### src/rtl/truth_sweep_pkg.sv
// Shared types and constants for the truth-table sweep controller.
package truth_sweep_pkg;

  localparam int unsigned NUM_MINTERMS = 16;
  localparam int unsigned DEC_OUTS     = 8;
  localparam logic [DEC_OUTS-1:0] DEC_IDLE = 8'hFF;

  typedef enum logic [1:0] {
    IDLE  = 2'd0,
    SWEEP = 2'd1,
    DONE  = 2'd2
  } sweep_state_t;

  // Number of set bits in a 16-bit word.
  function automatic logic [4:0] popcount16(input logic [NUM_MINTERMS-1:0] v);
    logic [4:0] n;
    n = '0;
    for (int unsigned i = 0; i < NUM_MINTERMS; i++) begin
      n = n + 5'(v[i]);
    end
    return n;
  endfunction

endpackage

### src/rtl/dec3to8_al.sv
// Combinational 3-to-8 decoder with active-low outputs (74x138 style).
// Enabled only when G1=1 and G2A_n=G2B_n=0; A is the select MSB.
module dec3to8_al
  import truth_sweep_pkg::*;
(
  input  logic                G1,
  input  logic                G2A_n,
  input  logic                G2B_n,
  input  logic                A,
  input  logic                B,
  input  logic                C,
  output logic [DEC_OUTS-1:0] Y
);

  logic       w_en;
  logic [2:0] w_sel;

  assign w_en  = G1 & ~G2A_n & ~G2B_n;
  assign w_sel = {A, B, C};

  // Drive the selected output low when enabled; all outputs high otherwise.
  always_comb begin
    Y = DEC_IDLE;
    if (w_en) begin
      Y[w_sel] = 1'b0;
    end
  end

endmodule

### src/rtl/truth_sweep_ctrl.sv
// Truth-table sweep controller: walks index {x,y,z,w} through all 16
// minterms, evaluates f through an active-low 3-to-8 decoder gated by the
// latched minterm mask, and captures each value into table_out.
// Optional self-check outputs (pass, err_cnt) exist when the macro
// TRUTH_SWEEP_CHECK_EN is defined.
module truth_sweep_ctrl
  import truth_sweep_pkg::*;
#(
  parameter int STEP_DIV = 1,
  parameter int CNT_W    = 16
) (
  input  logic                    clk,
  input  logic                    rst,
  input  logic                    start,
  input  logic                    abort,
  input  logic [NUM_MINTERMS-1:0] minterm_mask,
  output logic                    x,
  output logic                    y,
  output logic                    z,
  output logic                    w,
  output logic [DEC_OUTS-1:0]     dec_y,
  output logic                    f_out,
  output logic                    busy,
  output logic                    done,
  output logic [NUM_MINTERMS-1:0] table_out
`ifdef TRUTH_SWEEP_CHECK_EN
  ,
  output logic                    pass,
  output logic [4:0]              err_cnt
`endif
);

  localparam logic [CNT_W-1:0] STEP_LAST = CNT_W'(STEP_DIV - 1);

  sweep_state_t            r_state;
  sweep_state_t            w_next;
  logic [3:0]              r_index;
  logic [CNT_W-1:0]        r_step;
  logic [NUM_MINTERMS-1:0] r_mask;
  logic [NUM_MINTERMS-1:0] r_table;

  logic w_tick;
  logic w_last_idx;
  logic w_accept;
  logic w_dec_g1;

  assign w_tick     = (r_step == STEP_LAST);
  assign w_last_idx = (r_index == 4'(NUM_MINTERMS - 1));
  assign w_accept   = (r_state == IDLE) && start;

  assign x = r_index[3];
  assign y = r_index[2];
  assign z = r_index[1];
  assign w = r_index[0];

  assign table_out = r_table;

  dec3to8_al u_dec (
    .G1    (w_dec_g1),
    .G2A_n (1'b0),
    .G2B_n (1'b0),
    .A     (x),
    .B     (y),
    .C     (z),
    .Y     (dec_y)
  );

  // Only the decoder line for {x,y,z} contributes; r_index equals {x,y,z,w}.
  assign f_out = ~dec_y[{x, y, z}] & r_mask[r_index];

  // State register.
  always_ff @(posedge clk) begin
    if (rst) begin
      r_state <= IDLE;
    end else begin
      r_state <= w_next;
    end
  end

  // Next-state logic and state-decoded outputs; abort outranks the final tick.
  always_comb begin
    w_next   = r_state;
    busy     = 1'b0;
    done     = 1'b0;
    w_dec_g1 = 1'b0;
    case (r_state)
      IDLE: begin
        if (start) begin
          w_next = SWEEP;
        end
      end
      SWEEP: begin
        busy     = 1'b1;
        w_dec_g1 = 1'b1;
        if (abort) begin
          w_next = IDLE;
        end else if (w_tick && w_last_idx) begin
          w_next = DONE;
        end
      end
      DONE: begin
        done   = 1'b1;
        w_next = IDLE;
      end
      default: begin
        w_next = IDLE;
      end
    endcase
  end

  // Sweep datapath: mask latch, step divider, index counter and table capture.
  always_ff @(posedge clk) begin
    if (rst) begin
      r_mask  <= '0;
      r_index <= '0;
      r_step  <= '0;
      r_table <= '0;
    end else if (w_accept) begin
      r_mask  <= minterm_mask;
      r_index <= '0;
      r_step  <= '0;
      r_table <= '0;
    end else if ((r_state == SWEEP) && !abort) begin
      if (w_tick) begin
        r_step           <= '0;
        r_table[r_index] <= f_out;
        if (!w_last_idx) begin
          r_index <= r_index + 4'd1;
        end
      end else begin
        r_step <= r_step + CNT_W'(1);
      end
    end
  end

`ifdef TRUTH_SWEEP_CHECK_EN
  logic       r_pass;
  logic [4:0] r_err_cnt;

  assign pass    = r_pass;
  assign err_cnt = r_err_cnt;

  // Compare the captured table with the mask in DONE; clear on the next accept.
  always_ff @(posedge clk) begin
    if (rst) begin
      r_pass    <= 1'b0;
      r_err_cnt <= '0;
    end else if (w_accept) begin
      r_pass    <= 1'b0;
      r_err_cnt <= '0;
    end else if (r_state == DONE) begin
      r_pass    <= (r_table == r_mask);
      r_err_cnt <= popcount16(r_table ^ r_mask);
    end
  end
`endif

endmodule

### config.mk
export PLATFORM = sky130hd
export DESIGN_NAME = truth_sweep_ctrl
export DESIGN_NICKNAME = d
export VERILOG_FILES = /design/src/rtl/truth_sweep_pkg.sv /design/src/rtl/dec3to8_al.sv /design/src/rtl/truth_sweep_ctrl.sv
export SDC_FILE = /design/constraint.sdc
export NUM_CORES = 1
export LEC_CHECK = 0
export ABC_CLOCK_PERIOD_IN_PS = 2450
export CAP_MARGIN = 20
export CORE_AREA = 3 3 98 100
export DETAILED_ROUTE_END_ITERATION = 16
export DIE_AREA = 0 0 101 103
export GPL_ROUTABILITY_DRIVEN = 0
export SLEW_MARGIN = 10
export SYNTH_ARGS = -nofsm -noshare
export SYNTH_HDL_FRONTEND = slang
export SYNTH_SLANG_ARGS = --single-unit
### constraint.sdc
create_clock -name clk -period 2.45 [get_ports clk]
set_input_delay 0.6125 -clock clk [delete_from_list [all_inputs] [get_ports clk]]
set_output_delay 0.6125 -clock clk [all_outputs]
set_load 0.02 [all_outputs]
==> key figures, run 1 <==
Die
  • Die Wd: 101 um
  • Die Ht: 103 um
  • Starting density of the core: 29.9%
  • Die Area: 10400 um2
  • IO Pins: 51
  • Rows: 34
  • CORE AREA: 8760 um2

Placed design
  • Dpl hpwl: 4710 um
  • Post-placement cell area: 3320 um2
  • # port buffers: 50

Logic synthesis
  • Post-synth EDFFs: 0
  • Largest area contributor in the synthesized netlist: dfxtp_1
  • Top-area cell type share of the netlist area: 41.2%
  • Sequential fraction of the synthesis area: 41.2%
  • Netlist cell types: 40
  • Syn Area/Cell: 8.80 um2
  • YS warnings: 0
  • Commonest cells in the synthesized netlist: nand2_1 (65), dfxtp_1 (54), nor2_1 (27), a21oi_1 (20), o211ai_1 (16)
  • Synth Area in XOR/XNOR: 5.01%
  • Post-Synth Simple-Gate Area: 23.0%
  • Post-synthesis adder-cell area fraction: 2.86%
  • Syn nets: 324
  • Synthesized area: 2620 um2
  • FF+latch count, synth: 54
  • Post-synthesis mux area share: 4.01%
  • Most frequent cell after synthesis: nand2_1
  • Compound-Gate Fraction of Synth Area: 17.5%
  • Async SR Flop Fraction: 0%
  • Main combinational cell family by area after synthesis: simple AND/OR/NAND/NOR gates
  • Synth top area cells: dfxtp_1 (41%), nand2_1 (9.3%), o41ai_2 (5.6%)
  • Top FF cell, synth: dfxtp_1
  • Syn Inst Count: 298

Min path
  • Worst hold path class: register to register
  • Hold path depth: 2
  • Hold path endpoint: r_mask[2]
  • Hold path startpoint: r_mask[2]

Route
  • Drt wl/cell: 13.6 um
  • ANT nets after route: 0
  • DR iter-0 viols: 79
  • Drt drc: 0
  • Drt first pass iters: 4
  • DRT Wirelength: 6380 um
  • Routed vias/inst: 4.88
  • Vias: 2293

GRT
  • First-pass GRT wire length: 10800 um
  • Largest net degree at the start of global routing: 26
  • Total global routing overflow: 0
  • Overall Global Routing Usage: 12.8%
  • Initial antenna violation count: 0
  • Vias in the first global route: 2195

CTS
  • CTS tree: built
  • Setup bufs post-CTS: 0
  • Worst-path clk slew: 0.10 ns
  • CTS buffer count: 5
  • Hold-fix buffers, CTS: 0
  • CTS max path bufs: 2
  • H-tree Lvls: 2
  • # clock sinks: 54
  • Clk_lat worst skew: 0.32 ns
  • Clk root buf: clkbuf_8

Critical path
  • Slack of the worst reg-to-reg path: 0.38 ns
  • R2r startpoint: r_step[0]
  • Critical Path Sink Type: output port
  • Crit path cell chain: mux4_2, nor3_2, or4_4, clkinvlp_4, buf_6
  • Crit path max fanout: 6
  • CP Launch Type: register
  • Slowest stage cell, crit path: or4_4
  • Worst reg2reg path depth: 9
  • Crit path arrival time: 1.83 ns
  • Slowest stage delay, CP: 0.55 ns
  • Worst setup path class: register to output port
  • CP required: 1.84 ns
  • Reg2reg end: r_step[8]

Final layout
  • Area Overhead vs Synth: 30.9%
  • Core Util, Final: 39.2%
  • Layout net count: 387
  • Post-route cell area: 3430 um2
  • Diodes inserted: 0
  • Layout cells sized above 1: 14.4%

Timing
  • Max Clock Skew: 0.0194 ns
  • Final setup fails: 0
  • Tcrit/Tclk final: 99.7%
  • Final Critical Period: 2.44 ns
  • Setup tns final: 0 ns
  • Least-Margin Pin Slew: 0.372 ns
  • Fin. max-slew vios: 0
  • Slew Limit Headroom: 75.0%
  • Final hold viol count: 0
  • Max Fclk: 0.410 GHz
  • RSZ-0062 raised after global routing: yes

Power and ir drop
  • Power Density: 471 nW/um2
  • Logic pwr share: 10.4%
  • Leak Pwr: 0.00120 uW
  • Design Power: 1620 uW
  • Sequential power share: 55.9%
  • Proportion of power drawn by the clock network: 33.7%
  • Net Sw Power: 414 uW
  • Sw frac: 25.6%
  • Internal: 1200 uW
  • Peak VDD IR: 0.222 mV

Run status
  • Status: finished clean

Run
  • Max_cap viols: 0
==> power groups by stage <==
stage / clock network (uW) / registers [uW] / logic, uW
2_1_floorplan: 0 / 923 / 98.1
3_3_place_gp: 0 / 926 / 168
3_5_place_dp: 0 / 926 / 169
4_1_cts: 561 / 905 / 169
5_1_grt: 597 / 907 / 185
6_report: 545 / 904 / 168
==> flip-flops by register name (all words and copies together) (netlist names) <==
| name | count |
|---|---|
| r_state | 2 |
| r_mask | 16 |
| r_index | 4 |
| r_step | 16 |
| table_out | 16 |
==> kinds of logic (layout without fill, tap and decap cells) <==
logic type / after synthesis / after routing
AND/OR/NAND/NOR: 134 / 134
AO/OA/AOI/OAI: 56 / 56
flip-flops: 54 / 54
buffers and inverters: 27 / 91
XOR/XNOR: 15 / 15
adder cells (fa/ha/maj): 6 / 6
multiplexers: 6 / 6
==> critical path: cells and delay by family, from the launching register on <==
kind | cells | cell delay (ns)
simple gates | 2 | 0.59
flops | 1 | 0.39
mux | 1 | 0.34
buf+inv | 2 | 0.20
==> how the worst max path moves through the flow <==
stage               start     to  slack [ns]
5_1_grt        r_index[0]  f_out       -0.05
4_1_cts        r_index[0]  f_out       -0.02
3_3_place_gp   r_index[0]  f_out       -0.18
6_report       r_index[0]  f_out       0.008
2_1_floorplan  r_index[0]  f_out        0.03
3_5_place_dp   r_index[0]  f_out       -0.21
==> metal layers <==
| metal | part of all wire, % | vias up | wire length, um | track usage (%) |
|---|---|---|---|---|
| li1 | - | 1171 | - | - |
| met1 | 51 | 1072 | 3270 | 18.4 |
| met2 | 43 | 46 | 2740 | 19.2 |
| met3 | 5.0 | 4 | 319 | 2.98 |
| met4 | 0.74 | 0 | 47 | 3.48 |
| met5 | 0 | - | 0 | 0 |
==> metrics by stage <==
step	worst slack (ns)	hold WS (ns)	cells
2_1_floorplan	0.0309	0.432	298
3_3_place_gp	-0.180	0.443	462
3_5_place_dp	-0.206	0.448	462
4_1_cts	-0.0153	0.463	470
5_1_grt	-0.0523	0.481	470
6_report	0.00817	0.460	470
==> layout by cell type, fill, tap and decap left out, types with 7 or more instances in the layout <==
master / count
o41ai_1: 8
dlygate4sd2_1: 8
xnor2_1: 9
a21oi_1: 20
buf_4: 24
nand3_1: 9
dfxtp_1: 51
inv_1: 7
o211ai_1: 16
nor2_1: 27
clkdlybuf4s50_1: 41
o41ai_2: 9
nand2_1: 65
==> final cells by class <==
class / count / area [um2]
Tap cell: 108 / 135
Timing Repair Buffer: 75 / 692
Multi-Input combinational cell: 217 / 1380
Sequential cell: 54 / 1090
Fill cell: 914 / 5330
Clock buffer: 6 / 82.6
Inverter: 8 / 33.8
Clock inverter: 2 / 17.5
==> timing repair <==
action                                  CTS  global route
endpoints found under the setup margin    9             1
endpoints found under the hold margin     0             0
resized for setup                        15             6
pin swaps                                 0             1
Power figures use the tool's default switching activity.
==> run 2: changes to the inputs <==
--- a/config.mk
+++ b/config.mk
@@ -7,10 +7,11 @@
 export LEC_CHECK = 0
 export ABC_CLOCK_PERIOD_IN_PS = 2450
 export CAP_MARGIN = 20
-export CORE_AREA = 3 3 98 100
+export CORE_AREA = 3 3 94 105
 export DETAILED_ROUTE_END_ITERATION = 16
-export DIE_AREA = 0 0 101 103
+export DIE_AREA = 0 0 97 108
 export GPL_ROUTABILITY_DRIVEN = 0
+export PLACE_DENSITY = 0.52
 export SLEW_MARGIN = 10
 export SYNTH_ARGS = -nofsm -noshare
 export SYNTH_HDL_FRONTEND = slang
==> run 2 against run 1 <==
Compared with the run above: combinational power hardly changed; highest routed layer unchanged; largest power group unchanged; die area rose by 0.70%; power is 4.5% higher; largest cell class unchanged; core utilization down 0.091 points; design area up 1.0%.
==> key figures, run 2 (same netlist as run 1, synthesis figures left out) <==
Timing
  • Slew Limit Headroom: 74.3%
  • RSZ-0062 raised after global routing: yes
  • Hold Slack: 0.460 ns
  • Final setup fails: 0
  • Max Clock Skew: 0.00517 ns
  • Tcrit/Tclk final: 99.6%
  • Fin. max-slew vios: 0
  • Final Critical Period: 2.44 ns
  • Final hold viol count: 0
  • Max Fclk: 0.410 GHz
  • Least-Margin Pin Slew: 0.383 ns

Power and ir drop
  • Design Power: 1690 uW
  • Peak VDD IR: 0.242 mV
  • Power Density: 487 nW/um2
  • Leak Pwr: 0.00121 uW

Final layout
  • Layout net count: 391
  • Diodes inserted: 0
  • Area Overhead vs Synth: 32.2%
  • Post-Layout Cell Count: 480
  • Layout cells sized above 1: 14.5%
  • Leading cell types in the layout, fill and taps excluded: nand2_1 (65), dfxtp_1 (53), clkdlybuf4s50_1 (41), buf_4 (28), nor2_1 (27)
  • Post-route cell area: 3470 um2
  • # fillers: 901
  • Commonest non-fill, non-tap cell in the layout: nand2_1

Run
  • Max_cap viols: 0

Die
  • Die Area: 10500 um2
  • Starting density of the core: 29.6%
  • Rows: 36
  • Die Ht: 108 um
  • CORE AREA: 8870 um2
  • Die Wd: 97 um
  • IO Pins: 51

CTS
  • Clk_lat worst skew: 0.31 ns
  • # clock sinks: 54
  • CTS tree: built
  • H-tree Lvls: 2
  • CTS buffer count: 5
  • CTS max path bufs: 2
  • Setup bufs post-CTS: 0
  • Worst-path clk slew: 0.10 ns
  • Clk root buf: clkbuf_8

GRT
  • Total global routing overflow: 0
  • Largest net degree at the start of global routing: 33
  • Vias in the first global route: 2205
  • First-pass GRT wire length: 10600 um
  • Initial antenna violation count: 0
  • Overall Global Routing Usage: 12.3%

Critical path
  • Critical Path Sink Type: output port
  • CP Launch Type: register
  • Critical Path Start: r_index[0]
  • Worst setup path class: register to output port
  • Crit path arrival time: 1.83 ns
  • Crit path max fanout: 7
  • R2r startpoint: r_step[0]
  • CP required: 1.84 ns

Route
  • Routed vias/inst: 4.81
  • Drt drc: 0
  • Drt first pass iters: 4
  • ANT nets after route: 0
  • Drt wl/cell: 13.3 um
  • DR iter-0 viols: 77
  • DRT Wirelength: 6400 um
  • Vias: 2310

Min path
  • Hold path startpoint: r_mask[4]
  • Worst hold path class: register to register

Placed design
  • # port buffers: 50
  • Dpl hpwl: 4850 um
  • Placed cell count: 472
  • Post-placement cell area: 3360 um2

Run status
  • Status: finished clean
==> run 2: cell types whose count changed in the layout (fill, tap and decap cells not counted), sizes merged <==
cell      delta
buf          +4
bufinv       +1
clkinvlp     +2
clkinv       -2
clkbuf       -1
==> run 2: layout make-up <==
type                    count  area, um2  area share (%)
inverters                   8       33.8           0.974
multi-input cells         217       1370            39.5
clock buffers               5       68.8            1.98
repair buffers             79        722            20.8
flip-flops and latches     54       1080            31.3
well taps                 114        143            4.11
clock inverters             3       45.0            1.30
==> run 2: what timing repair did <==
item                       4_1_cts  5_1_grt
setup endpoints to repair        9        1
gates resized for setup         15        2
hold buffers                     0        0
pin swaps                        0        1
==> run 2: power by group <==
part | switching, uW | leakage, uW | internal [uW]
logic | 91.7 | 0.000726 | 78.5
clock network | 309 | 0.0000504 | 304
registers | 11.2 | 0.000439 | 895
total | 412 | 0.00121 | 1280
==> run 2: worst max-delay path, cell delays in order, from the launching register on <==
cell and delay [ns]:
dfxtp_4 0.39, mux4_2 0.33, nor2b_1 0.04, or4_4 0.54, clkinvlp_4 0.10, buf_6 0.11
==> run 2: path summary, 6_finish.rpt <==
check	depth (start not counted)	end	slack (ns)
worst max-delay path	5	f_out	0.009
worst min-delay path	2	r_mask[4]	0.46
worst max register to register	8	table_out[14]	0.33
worst min register to register	2	r_mask[4]	0.46
==> run 2: routing by layer <==
metal	global-route usage [%]	wire length, um	up-vias
met4	3.21	57	0
met1	16.0	3070	1079
met5	0	0	-
met3	3.16	312	5
li1	-	-	1172
met2	20.3	2950	54
==> run 2: stage by stage <==
stage               utilization, %  setup TNS, ns  setup WS (ns)
CTS                           39.1        -0.0271        -0.0271
global placement              37.9         -0.210         -0.210
floorplan                        -              0         0.0309
global route                  39.1        -0.0499        -0.0499
finish                        39.1              0        0.00901
detailed placement            37.9         -0.267         -0.267
==> run 3: changes to the inputs <==
--- a/config.mk
+++ b/config.mk
@@ -5,12 +5,13 @@
 export SDC_FILE = /design/constraint.sdc
 export NUM_CORES = 1
 export LEC_CHECK = 0
-export ABC_CLOCK_PERIOD_IN_PS = 2450
+export ABC_CLOCK_PERIOD_IN_PS = 2850
 export CAP_MARGIN = 20
 export CORE_AREA = 3 3 94 105
 export DETAILED_ROUTE_END_ITERATION = 16
 export DIE_AREA = 0 0 97 108
 export GPL_ROUTABILITY_DRIVEN = 0
+export GPL_TIMING_DRIVEN = 0
 export PLACE_DENSITY = 0.52
 export SLEW_MARGIN = 10
 export SYNTH_ARGS = -nofsm -noshare
==> constraint.sdc (replaced) <==
create_clock -name clk -period 2.85 [get_ports clk]
set_input_delay 0.7125 -clock clk [delete_from_list [all_inputs] [get_ports clk]]
set_output_delay 0.7125 -clock clk [all_outputs]
set_load 0.02 [all_outputs]
==> run 3 against run 2 <==
Compared with the run above: hold slack worse by 0.0031 ns; final cell count decreased by 1.5%; clock skew grew 0.0018 ns; first-iteration DRC count fell by 31%; critical path depth rose by 2; register-to-register slack improved by 0.15 ns; critical endpoint unchanged; power shrank 16%; via count shrank 0.69%.
==> key figures, run 3 (same netlist as run 1, synthesis figures left out) <==
CTS
  • H-tree Lvls: 2
  • CTS buffer count: 5
  • Worst-path clk slew: 0.10 ns
  • # clock sinks: 54
  • CTS tree: built
  • Clk root buf: clkbuf_8
  • Clk_lat worst skew: 0.30 ns
  • Hold-fix buffers, CTS: 0
  • CTS max path bufs: 2

Timing
  • Max Clock Skew: 0.00697 ns
  • Final setup fails: 0
  • RSZ-0062 raised after global routing: no
  • Final Critical Period: 2.76 ns
  • Setup WS post-layout: 0.0939 ns
  • Max Fclk: 0.363 GHz
  • Hold Slack: 0.456 ns
  • Slew Limit Headroom: 52.7%
  • Final hold viol count: 0
  • Least-Margin Pin Slew: 0.708 ns
  • Fin. max-slew vios: 0
  • Tcrit/Tclk final: 96.7%

Final layout
  • Post-Layout Cell Count: 473
  • # fillers: 931
  • Layout net count: 384
  • Layout cells sized above 1: 11.1%
  • Commonest non-fill, non-tap cell in the layout: nand2_1
  • Area Overhead vs Synth: 29.1%
  • Diodes inserted: 0
  • Leading cell types in the layout, fill and taps excluded: nand2_1 (65), dfxtp_1 (50), clkdlybuf4s50_1 (48), nor2_1 (27), a21oi_1 (20)

GRT
  • Overall Global Routing Usage: 12.6%
  • Total global routing overflow: 0
  • Vias in the first global route: 2246
  • First-pass GRT wire length: 10800 um
  • Initial antenna violation count: 0
  • Largest net degree at the start of global routing: 17

Route
  • DR iter-0 viols: 53
  • Drt first pass iters: 4
  • Drt wl/cell: 13.5 um
  • Routed vias/inst: 4.85
  • Vias: 2294
  • DRT Wirelength: 6400 um
  • Drt drc: 0
  • ANT nets after route: 0

Power and ir drop
  • Design Power: 1420 uW
  • Peak VDD IR: 0.167 mV
  • Power Density: 419 nW/um2
  • Leak Pwr: 0.00119 uW

Placed design
  • Dpl hpwl: 4690 um
  • # port buffers: 49
  • Place WS: -0.207 ns
  • Placed cell count: 461

Min path
  • Hold path endpoint: r_mask[8]
  • Hold path startpoint: r_mask[8]
  • Hold path depth: 2
  • Worst hold path class: register to register

Critical path
  • Crit path cell chain: and2_1, buf_6, nand3_1, nand3_1, or4_4, inv_1, buf_4
  • CP bufs+invs: 3
  • Slowest stage cell, crit path: or4_4
  • Slowest stage delay, CP: 0.68 ns
  • Slack of the worst reg-to-reg path: 0.48 ns
  • Critical Path Sink Type: output port
  • CP required: 2.14 ns
  • Crit path arrival time: 2.04 ns
  • Most used cell, CP: nand3_1
  • CP Launch Type: register
  • Worst setup path class: register to output port
  • Crit path max-delay family: simple AND/OR/NAND/NOR gates
  • Crit path max fanout: 11
  • R2r startpoint: r_step[0]
  • Reg2reg end: r_step[9]
  • Worst reg2reg path depth: 9

Run
  • Max_cap viols: 0

Die
  • Starting density of the core: 29.6%
  • CORE AREA: 8870 um2
  • Rows: 36
  • IO Pins: 51
  • Die Area: 10500 um2
  • Die Wd: 97 um
  • Die Ht: 108 um

Run status
  • Status: finished clean
-- run 3: area by class of cell --
class,instances,area [um2],share of cell area [%]
Buffer,17,106,3.14
Clock buffer,5,68.8,2.03
Timing Repair Buffer,55,533,15.7
Tap cell,114,143,4.21
Multi-Input combinational cell,217,1370,40.6
Inverter,8,30.0,0.887
Sequential cell,54,1090,32.2
Clock inverter,3,40.0,1.18
-- run 3: how the worst max path moves through the flow --
stage | cells after the start | startpoint | endpoint
global route | 6 | r_index[0] | f_out
global placement | 9 | r_index[3] | f_out
floorplan | 7 | r_index[0] | f_out
finish | 7 | r_index[3] | f_out
detailed placement | 9 | r_index[3] | f_out
CTS | 7 | r_index[0] | f_out
-- run 3: worst register-to-register path: stages (launching register included) --
cell	delay, ns
dfxtp_1	0.35
inv_1	0.08
ha_1	0.15
nor4b_1	0.24
nand4_1	0.23
or2_2	0.33
buf_4	0.17
nand2_1	0.22
clkbuf_1	0.40
nor2_1	0.10
-- run 3: metrics by stage --
step	TNS (ns)	util (%)	instance area, um2
finish	0	38.2	3390
global route	0	38.2	3390
CTS	0	38.4	3410
detailed placement	-0.258	36.7	3260
global placement	-0.309	36.7	3260
floorplan	0	-	2620
-- run 3: timing repair --
item | 4_1_cts | 5_1_grt
pin swaps | 1 | 1
setup endpoints to repair | 1 | 1
resized for setup | 11 | 0
setup buffers | 6 | 0
cloned | 0 | 0
-- run 3: layer usage --
metal,track usage (%),share of wire (%),vias up
met5,0,0,-
met4,4.91,2.2,0
met3,2.65,5.2,12
met2,20.9,46,64
met1,16.0,47,1057
li1,-,-,1161
-- run 3: report_power, final --
group	internal, uW	switching [uW]	leakage, uW
clock	259	246	0.0000579
sequential	768	7.55	0.000440
combinational	58.7	79.6	0.000690
